### src/rtl/uart_pkg.sv
// Shared definitions for the UART receive-side packet deframer.
package uart_pkg;

  typedef enum logic [2:0] {
    HUNT    = 3'd0,
    LEN     = 3'd1,
    PAYLOAD = 3'd2,
    CHK     = 3'd3,
    DRAIN   = 3'd4
  } state_t;

  localparam logic [7:0] SYNC_BYTE_DEFAULT = 8'hA5;
  localparam int         MAX_LEN_DEFAULT   = 16;

endpackage

### src/rtl/uart_payload_buf.sv
// Payload store: DEPTH x 8 register file, synchronous write, registered read.
module uart_payload_buf #(
  parameter int DEPTH = 16,
  parameter int AW    = 4
) (
  input  logic          clk,
  input  logic          rst,
  input  logic          we,
  input  logic [AW-1:0] waddr,
  input  logic [7:0]    wdata,
  input  logic [AW-1:0] raddr,
  output logic [7:0]    rdata
);

  logic [7:0] mem [DEPTH];

  always_ff @(posedge clk) begin
    if (we) mem[waddr] <= wdata;
  end

  always_ff @(posedge clk or posedge rst) begin
    if (rst) rdata <= '0;
    else     rdata <= mem[raddr];
  end

endmodule

### src/rtl/uart_rx_deframer.sv
// Assembles SYNC/LEN/payload/CHK frames from UART receiver bytes, checks them
// and streams good payloads out over valid/ready with a last flag.
module uart_rx_deframer
  import uart_pkg::*;
#(
  parameter int         SYS_CLOCK      = 50000000,
  parameter int         TIMEOUT_CYCLES = SYS_CLOCK / 1000,
  parameter int         MAX_LEN        = MAX_LEN_DEFAULT,
  parameter logic [7:0] SYNC_BYTE      = SYNC_BYTE_DEFAULT
) (
  input  logic       i_SysClock,
  input  logic       i_Reset,
  input  logic [7:0] i_RxByte,
  input  logic       i_RxDone,
  output logic [7:0] o_Data,
  output logic       o_Valid,
  output logic       o_Last,
  input  logic       i_Ready,
  output logic       o_FrameOk,
  output logic       o_FrameErr,
  output logic       o_Overrun
);

  localparam int CW  = $clog2(MAX_LEN + 1);
  localparam int TW  = $clog2(TIMEOUT_CYCLES + 1);
  localparam int BAW = (MAX_LEN > 1) ? $clog2(MAX_LEN) : 1;

  state_t          state, state_d;
  logic            done_q;
  logic            strobe;
  logic [CW-1:0]   len, len_d, idx, idx_d, rd, rd_d;
  logic [7:0]      sum, sum_d;
  logic [TW-1:0]   timer, timer_d;
  logic            timer_run, timeout;
  logic            ok_d, err_d, ovr_d, last_d, we;
  logic            len_bad;

  assign strobe  = i_RxDone & ~done_q;
  assign len_bad = (i_RxByte == 8'd0) || (int'(i_RxByte) > MAX_LEN);
  assign o_Valid = (state == DRAIN);

  always_comb begin
    state_d   = state;
    len_d     = len;
    idx_d     = idx;
    rd_d      = rd;
    sum_d     = sum;
    timer_d   = '0;
    ok_d      = 1'b0;
    err_d     = 1'b0;
    ovr_d     = 1'b0;
    we        = 1'b0;
    timer_run = (state == LEN) || (state == PAYLOAD) || (state == CHK);
    timeout   = timer_run && !strobe && (timer == TW'(TIMEOUT_CYCLES - 1));
    if (timer_run && !strobe) timer_d = timer + 1'b1;

    case (state)
      HUNT: begin
        if (strobe && (i_RxByte == SYNC_BYTE)) state_d = LEN;
      end
      LEN: begin
        if (strobe) begin
          if (len_bad) begin
            state_d = HUNT;
            err_d   = 1'b1;
          end else begin
            len_d   = CW'(i_RxByte);
            sum_d   = i_RxByte;
            idx_d   = '0;
            state_d = PAYLOAD;
          end
        end
      end
      PAYLOAD: begin
        if (strobe) begin
          we    = 1'b1;
          sum_d = sum + i_RxByte;
          idx_d = idx + 1'b1;
          if (idx_d == len) state_d = CHK;
        end
      end
      CHK: begin
        if (strobe) begin
          if (i_RxByte == sum) begin
            state_d = DRAIN;
            ok_d    = 1'b1;
            rd_d    = '0;
          end else begin
            state_d = HUNT;
            err_d   = 1'b1;
          end
        end
      end
      DRAIN: begin
        if (i_Ready) begin
          rd_d = rd + 1'b1;
          if (rd_d == len) state_d = HUNT;
        end
        if (strobe) ovr_d = 1'b1;
      end
      default: state_d = HUNT;
    endcase

    if (timeout) begin
      state_d = HUNT;
      err_d   = 1'b1;
      timer_d = '0;
    end

    // Read side is addressed with the next rd so o_Data/o_Last land in step with rd.
    last_d = (state_d == DRAIN) && ((rd_d + 1'b1) == len);
  end

  always_ff @(posedge i_SysClock or posedge i_Reset) begin
    if (i_Reset) begin
      state      <= HUNT;
      done_q     <= 1'b1;
      len        <= '0;
      idx        <= '0;
      rd         <= '0;
      sum        <= '0;
      timer      <= '0;
      o_FrameOk  <= 1'b0;
      o_FrameErr <= 1'b0;
      o_Overrun  <= 1'b0;
      o_Last     <= 1'b0;
    end else begin
      state      <= state_d;
      done_q     <= i_RxDone;
      len        <= len_d;
      idx        <= idx_d;
      rd         <= rd_d;
      sum        <= sum_d;
      timer      <= timer_d;
      o_FrameOk  <= ok_d;
      o_FrameErr <= err_d;
      o_Overrun  <= ovr_d;
      o_Last     <= last_d;
    end
  end

  uart_payload_buf #(
    .DEPTH(MAX_LEN),
    .AW   (BAW)
  ) u_buf (
    .clk  (i_SysClock),
    .rst  (i_Reset),
    .we   (we),
    .waddr(idx[BAW-1:0]),
    .wdata(i_RxByte),
    .raddr(rd_d[BAW-1:0]),
    .rdata(o_Data)
  );

endmodule
### config.mk
export PLATFORM = sky130hd
export DESIGN_NAME = uart_rx_deframer
export DESIGN_NICKNAME = d
export VERILOG_FILES = /design/src/rtl/uart_pkg.sv /design/src/rtl/uart_payload_buf.sv /design/src/rtl/uart_rx_deframer.sv
export SDC_FILE = /design/constraint.sdc
export NUM_CORES = 1
export LEC_CHECK = 0
export ABC_AREA = 1
export CORE_UTILIZATION = 40
export DETAILED_ROUTE_END_ITERATION = 12
export PLACE_DENSITY = 0.66
export SETUP_SLACK_MARGIN = 0.4
export SLEW_MARGIN = 25
export SYNTH_ARGS = -nofsm -noshare
export SYNTH_HDL_FRONTEND = slang
export SYNTH_SLANG_ARGS = --single-unit
### constraint.sdc
create_clock -name i_SysClock -period 2.85 [get_ports i_SysClock]
set_clock_uncertainty 0.05 [all_clocks]
set_input_delay 0.4275 -clock i_SysClock [delete_from_list [all_inputs] [get_ports i_SysClock]]
set_output_delay 0.4275 -clock i_SysClock [all_outputs]
set_load 0.02 [all_outputs]
# ---- Word level (Yosys, flattened, before mapping)
# Memory sizes are Yosys's and may differ from the RTL's. A register that Yosys moved wholly into a read port is not among the register bits.
# Cells that the tools add are included.
dict set report totals {
  reg_bits 47
  latchBits 0
  ramBits 128
  romBits 0
  output_inout_bits 13
  n_memories 1
}
dict set report classes {
  n_addsub 5
  mul 0
  n_div 0
  n_lt_le_gt_ge 1
  eq_ne 14
  shift 0
  muxes 39
  bitwise 3
  n_reduce_logical 13
}
# memory words width read_ports rd_clocked_by_memory_dff wr line
set mem_list {}
lappend mem_list {u_buf.mem 16 8 1 1 1 uart_payload_buf.sv:15} ;# logic [7:0] mem [DEPTH];
# op count
set ops {}
lappend ops {{2-to-1 mux 16 bit} 2}
lappend ops {{2-to-1 mux 5 bit} 6}
lappend ops {{2-to-1 mux 3 bit} 9}
lappend ops {{2-to-1 mux 8 bit} 3}
lappend ops {{one-hot mux 5 bit (2 select lines)} 2}
lappend ops {{adder 16 x 1 -> 16 bit, second input constant} 1}
lappend ops {{== test 16 bit, second input constant} 1}
lappend ops {{one-hot mux 8 bit (2 select lines)} 1}
lappend ops {{adder 5 x 1 -> 5 bit, second input constant} 3}
lappend ops {{== test 5 bit} 3}
lappend ops {{one-hot mux 3 bit (5 select lines)} 1}
lappend ops {{2-to-1 mux 1 bit} 13}
lappend ops {{adder 8 bit} 1}
lappend ops {{== test 8 bit} 1}
lappend ops {{== test 8 bit, second input constant} 1}
lappend ops {{greater-than comparator 8 x 5 -> 1 bit, second input constant} 1}
lappend ops {{zero test 8 bit} 1}
lappend ops {{== test 3 x 2 -> 1 bit, second input constant} 2}
lappend ops {{== test 3 bit, second input constant} 2}
lappend ops {{!= test 2 bit, second input constant} 3}
lappend ops {{logical AND 1 bit} 4}
lappend ops {{AND reduction 4 bit} 1}
lappend ops {{== test 3 x 1 -> 1 bit, second input constant} 1}
lappend ops {{zero test 3 bit} 1}
lappend ops {{other kinds (8)} 11}

# ---- Depth between registers and ports, before layout
dict set report logic_depth {
  depth_word 8
  mapped_depth 18
  mapped_depth_nobuf 16
}

# ---- By module
# A second synthesis with hierarchy kept.
dict set report unflattened {
  hier_cells 968
  area_unflattened_um2 9009.9
}
# module instances cells_each area_per_inst_um2
set by_module_without_submodules {}
lappend by_module_without_submodules {uart_payload_buf 1 552 5810.6}
lappend by_module_without_submodules {uart_rx_deframer 1 416 3199.3}

# ---- Least setup slack after synthesis
# OpenSTA, ideal clock, no wires.
dict set report synth_path {
  path_kind {input -> register}
  start {input port i_RxByte[3]}
  end {register o_Last}
  setup_ns 0.071
  arrival_time_ns 2.437
  setup_slack_ns 0.292
  path_stages 16
  path_buffers 1
  cell_sequence {ha_1 nor2_1 nand2_1 nor2_2 nand3_4 nand3_1 nand2_2 buf_2 ha_1 xnor2_1 nand3_1 nor2_1 nand2_1 nor2_1 nand2_1 nor2_1}
}
dict set report synth_via {
  word_cells_on_any_way 20
  classes_between {add/sub (1); order compare (1); eq/ne (4); mux (10); reduce/logical (4)}
}
# element line
set synth_lines {}
lappend synth_lines {{start: declaration} uart_rx_deframer.sv:13} ;# input logic [7:0] i_RxByte,
lappend synth_lines {{== test 8 bit} uart_rx_deframer.sv:84} ;# if (i_RxByte == sum) begin
lappend synth_lines {{2-to-1 mux 5 bit} uart_rx_deframer.sv:84}
lappend synth_lines {{2-to-1 mux 5 bit} uart_rx_deframer.sv:83} ;# if (strobe) begin
lappend synth_lines {{one-hot mux 5 bit (2 select lines)} uart_rx_deframer.sv:57} ;# case (state)
lappend synth_lines {{named net rd_d[1]} uart_rx_deframer.sv:31} ;# logic [CW-1:0] len, len_d, idx, idx_d, rd, rd_d;
lappend synth_lines {{adder 5 x 1 -> 5 bit} uart_rx_deframer.sv:111} ;# last_d = (state_d == DRAIN) && ((rd_d + 1'b1) == len);
lappend synth_lines {{== test 5 bit} uart_rx_deframer.sv:111}
lappend synth_lines {{logical AND 1 bit} uart_rx_deframer.sv:111}
lappend synth_lines {{named net last_d} uart_rx_deframer.sv:35} ;# logic ok_d, err_d, ovr_d, last_d, we;
lappend synth_lines {{end signal: assignment} uart_rx_deframer.sv:138} ;# o_Last <= last_d;
lappend synth_lines {{end: declaration} uart_rx_deframer.sv:17} ;# output logic o_Last,
# The timed path passes the listed nets, and every way through them passes these cells.
# A chain may end at the register's enable or synchronous reset.

# ---- Worst setup path in the final report
dict set report layout_path {
  start {register sum[0]}
  end {register o_Last}
}
dict set report layout_via {
  elab_chain_cells 7
  word_cells_on_any_way 12
  classes_between {add/sub (1); eq/ne (3); mux (7); reduce/logical (1)}
}
# element line
set layout_lines {}
lappend layout_lines {{start: declaration} uart_rx_deframer.sv:32} ;# logic [7:0] sum, sum_d;
lappend layout_lines {{start signal: assignment} uart_rx_deframer.sv:133} ;# sum <= sum_d;
lappend layout_lines {{== test 8 bit *} uart_rx_deframer.sv:84}
lappend layout_lines {{2-to-1 mux 5 bit or 2-to-1 mux 3 bit (tied branches)} uart_rx_deframer.sv:84}
lappend layout_lines {{2-to-1 mux 5 bit or 2-to-1 mux 3 bit (tied branches)} uart_rx_deframer.sv:83}
lappend layout_lines {{one-hot mux 5 bit (2 select lines) or one-hot mux 3 bit (5 select lines) (tied branches)} uart_rx_deframer.sv:57}
lappend layout_lines {{adder 5 x 1 -> 5 bit or 2-to-1 mux 3 bit (tied branches)} {uart_rx_deframer.sv:111, uart_rx_deframer.sv:104}}
lappend layout_lines {{== test 5 bit or == test 3 bit (tied branches)} uart_rx_deframer.sv:111}
lappend layout_lines {{logical AND 1 bit *} uart_rx_deframer.sv:111}
lappend layout_lines {{named net last_d} uart_rx_deframer.sv:35}
# The timed path passes the listed nets; every way through them passes the cells marked *.

==> impl_metrics.yaml <==
yosys:
  ys_types: 39
  syn_nets: 946
  yosysWarnings: 0
  synth_area_um2: 8627
  synth-seq-area-share_pct: 60.52
  syn_area_per_cell_um2: 9.387
  synthCells: 919
  ys_ff_latch: 183
clock_tree:
  clock-root-buffer: "clkbuf_16"
  cts_tree: "yes"
  htree_levels: 4
  cts.sinks: 183
  clock_latency_ps: 440
  path_clk_slew_ps: 70
  clk_path_buf_depth: 2
  cts-buffers-inserted: 17
power_and_ir_drop:
  power.density_nw_per_um2: 685.3
  power.leakage_nw: 4.505
  ir_worst_vdd_mv: 0.3846
floorplan:
  start_util_pct: 40.91
  rows: 53
  io_pins: 25
  core_area_um2: 21090
  die_w_um: 148.9
  fp.dieArea_um2: 22160
  die_h_um: 148.9
placed_design:
  dp_hpwl_mm: 13.69
  port-buffer-count: 24
  place_congestion: 0.8469
  dp_slack_ps: -188.5
  place_area_um2: 9643
timing:
  finalHoldViolCount: 0
  setup_ws_ps: 508.7
  final-setup-viol-count: 0
  period_minus_slack_ps: 2341
  finalCritPeriodShare_pct: 82.15
  worst_pin_slew_ps: 483.9
  max_slew_margin_pct: 67.69
  fin_setup_tns_ps: 0
  finalMaxSlewViolations: 0
  fmax_mhz: 427.1
  rsz0062_at_grt: "no"
global_route:
  grt-ovfl-total: 0
  grt_pass1_vias: 6078
  antenna_found_initial: 0
  grt_max_degree: 39
  grt_pass1_wl_mm: 32.19
  grt_usage_pct: 19.18
routing:
  viasPerCell: 4.990
  first_iter_violations: 605
  wl_mm: 20.16
  vias: 6417
  drtAntennaViolNets: 0
  first_pass_iters: 6
  wl_per_cell_um: 15.68
  route.detailed.drc: 0
worst_setup_path:
  critical_path.max_stage_delay_ps: 420
  r2r-end: "o_Last"
  reg2reg_setup_slack_ps: 510
  worstPathCellList: "ha_4, nor2_4, nand2_2, nor2_4, nand3_4, nand3_1, nand2_2, ha_4, xnor2_1, nand3_1, nor2_1, nand2_1, nor2_2, nand2_1, nor2_1"
  cp_top_family: "simple AND/OR/NAND/NOR gates"
  path_class: "flip-flop to flip-flop"
  worstSetupStartpointType: "flip-flop"
  endpoint_kind: "flip-flop"
  critPathArrivalTime_ps: 2660
  cp.buffers_inverters: 0
  reg2regPathDepth: 15
  r2r_start: "sum[0]"
  crit_slowest_cell: "dfrtp_1"
  critical_path_required_ps: 3170
  cp_max_fo: 3
layout:
  nNetsFinal: 1025
  drive_gt1_share_pct: 12.86
  stdcell_area_um2: 10330
  antennaDiodeCount: 0
  area_delta_synth_final_pct: 19.71
flow_run:
  cap_violations: 0
status:
  status: "completed"
min_path:
  min_path_type: "primary input to async pin"
[how the worst max path moves through the flow]
| stage | startpoint | end | slack [ps] | depth (start not counted) |
|---|---|---|---|---|
| 2_1_floorplan | i_RxByte[1] | o_Last | 410 | 17 |
| 3_3_place_gp | i_RxByte[1] | o_Last | -160 | 16 |
| 3_5_place_dp | i_RxByte[1] | o_Last | -190 | 16 |
| 4_1_cts | i_RxByte[1] | o_Last | 360 | 16 |
| 5_1_grt | i_RxByte[7] | o_Last | 400 | 16 |
| 6_report | sum[0] | o_Last | 510 | 15 |
[power by group]
part           switching [mW]  internal, mW  total [mW]
registers               0.154          3.07        3.22
logic                   0.852         0.599        1.45
clock network            1.07          1.33        2.40
total                    2.08          5.00        7.08
[layout by cell type (no fill, tap or decap), drive strengths merged]
| master | Yosys | layout |
|---|---|---|
| dlymetal6s2s | 0 | 6 |
| o21ai | 15 | 15 |
| o21a | 3 | 3 |
| xor2 | 7 | 7 |
| xnor2 | 6 | 6 |
| clkdlybuf4s50 | 0 | 16 |
| ha | 14 | 14 |
| nor2 | 49 | 49 |
| dfrtp | 54 | 54 |
| o31ai | 1 | 1 |
| inv | 72 | 80 |
| nand3 | 92 | 92 |
| a31oi | 4 | 4 |
| a21oi | 14 | 14 |
| nor3 | 13 | 13 |
| or2 | 1 | 1 |
| o22ai | 4 | 4 |
| o211ai | 7 | 7 |
| fa | 1 | 1 |
| buf | 27 | 66 |
| bufinv | 0 | 2 |
| a221oi | 1 | 1 |
| edfxtp | 128 | 128 |
| clkbuf | 3 | 18 |
| dfstp | 1 | 1 |
| nor4 | 2 | 2 |
| o21bai | 1 | 1 |
| nand4 | 15 | 15 |
| dlygate4sd2 | 0 | 2 |
| nand2 | 383 | 383 |
| clkinvlp | 0 | 2 |
| clkinv | 1 | 3 |
[metal layers]
layer  part of all wire [%]  track usage (%)
met4                    1.8            6.633
met3                    5.0            2.508
met2                     47            30.68
met5                      0                0
met1                     46            26.88
[Yosys cell counts, drive strengths merged]
library cell	count	area, µm²
o31ai	1	7.510
dfrtp	54	1351
ha	14	175.2
dfstp	1	26.28
buf	27	187.7
a31oi	4	25.02
nand3	92	478.0
nor4	2	18.77
nand4	15	93.84
o22ai	4	25.02
o21bai	1	7.510
a21oi	14	70.07
or2	1	6.260
xor2	7	61.31
o211ai	7	52.55
nand2	383	1443
o21a	3	22.52
nor3	13	70.07
a221oi	1	8.760
o21ai	15	75.07
edfxtp	128	3844
fa	1	20.02
clkinv	1	3.750
nor2	49	217.7
clkbuf	3	11.26
xnor2	6	52.55
inv	72	272.8
[cell families (layout without fill, tap and decap cells)]
kind of cell / count (synthesis) / after routing / share of synthesized area (%)
adder cells (fa/ha/maj): 15 / 15 / 2.263
AO/OA/AOI/OAI: 50 / 50 / 3.408
buffers and inverters: 103 / 195 / 5.511
AND/OR/NAND/NOR: 555 / 555 / 26.98
flip-flops: 183 / 183 / 60.52
XOR/XNOR: 13 / 13 / 1.320
[layout make-up]
cell class              instances  area [µm²]
clock buffers                  18       429.2
clock inverters                14       177.7
fillers                      1910       10760
inverters                      73       276.5
multi-input cells             633        3035
flip-flops and latches        183        5221
well taps                     275       344.1
repair buffers                 90       843.3
[timing repair]
action	CTS	global route
pin swaps	3	3
endpoints found under the setup margin	8	10
resized for setup	4	13
buffers inserted	1	1
hold buffers	0	0
[state kept, by name (all words and copies together), names as in the netlist, 3 cells and up]
| name | count |
|---|---|
| timer | 16 |
| sum | 8 |
| u_buf.rdata | 8 |
| idx | 5 |
| rd | 5 |
| state | 3 |
| len | 5 |
| u_buf.mem | 128 |
[through the flow]
step	hold slack (ps)	std cells	total power, mW	utilization [%]
2_1_floorplan	382.0	919	4.199	-
3_3_place_gp	467.1	1252	4.641	45.73
3_5_place_dp	465.4	1252	4.669	45.73
4_1_cts	305.6	1285	7.066	48.67
5_1_grt	352.2	1286	7.445	48.97
6_report	288.4	1286	7.077	48.97
Note: power is estimated with default switching activity, not from simulation.
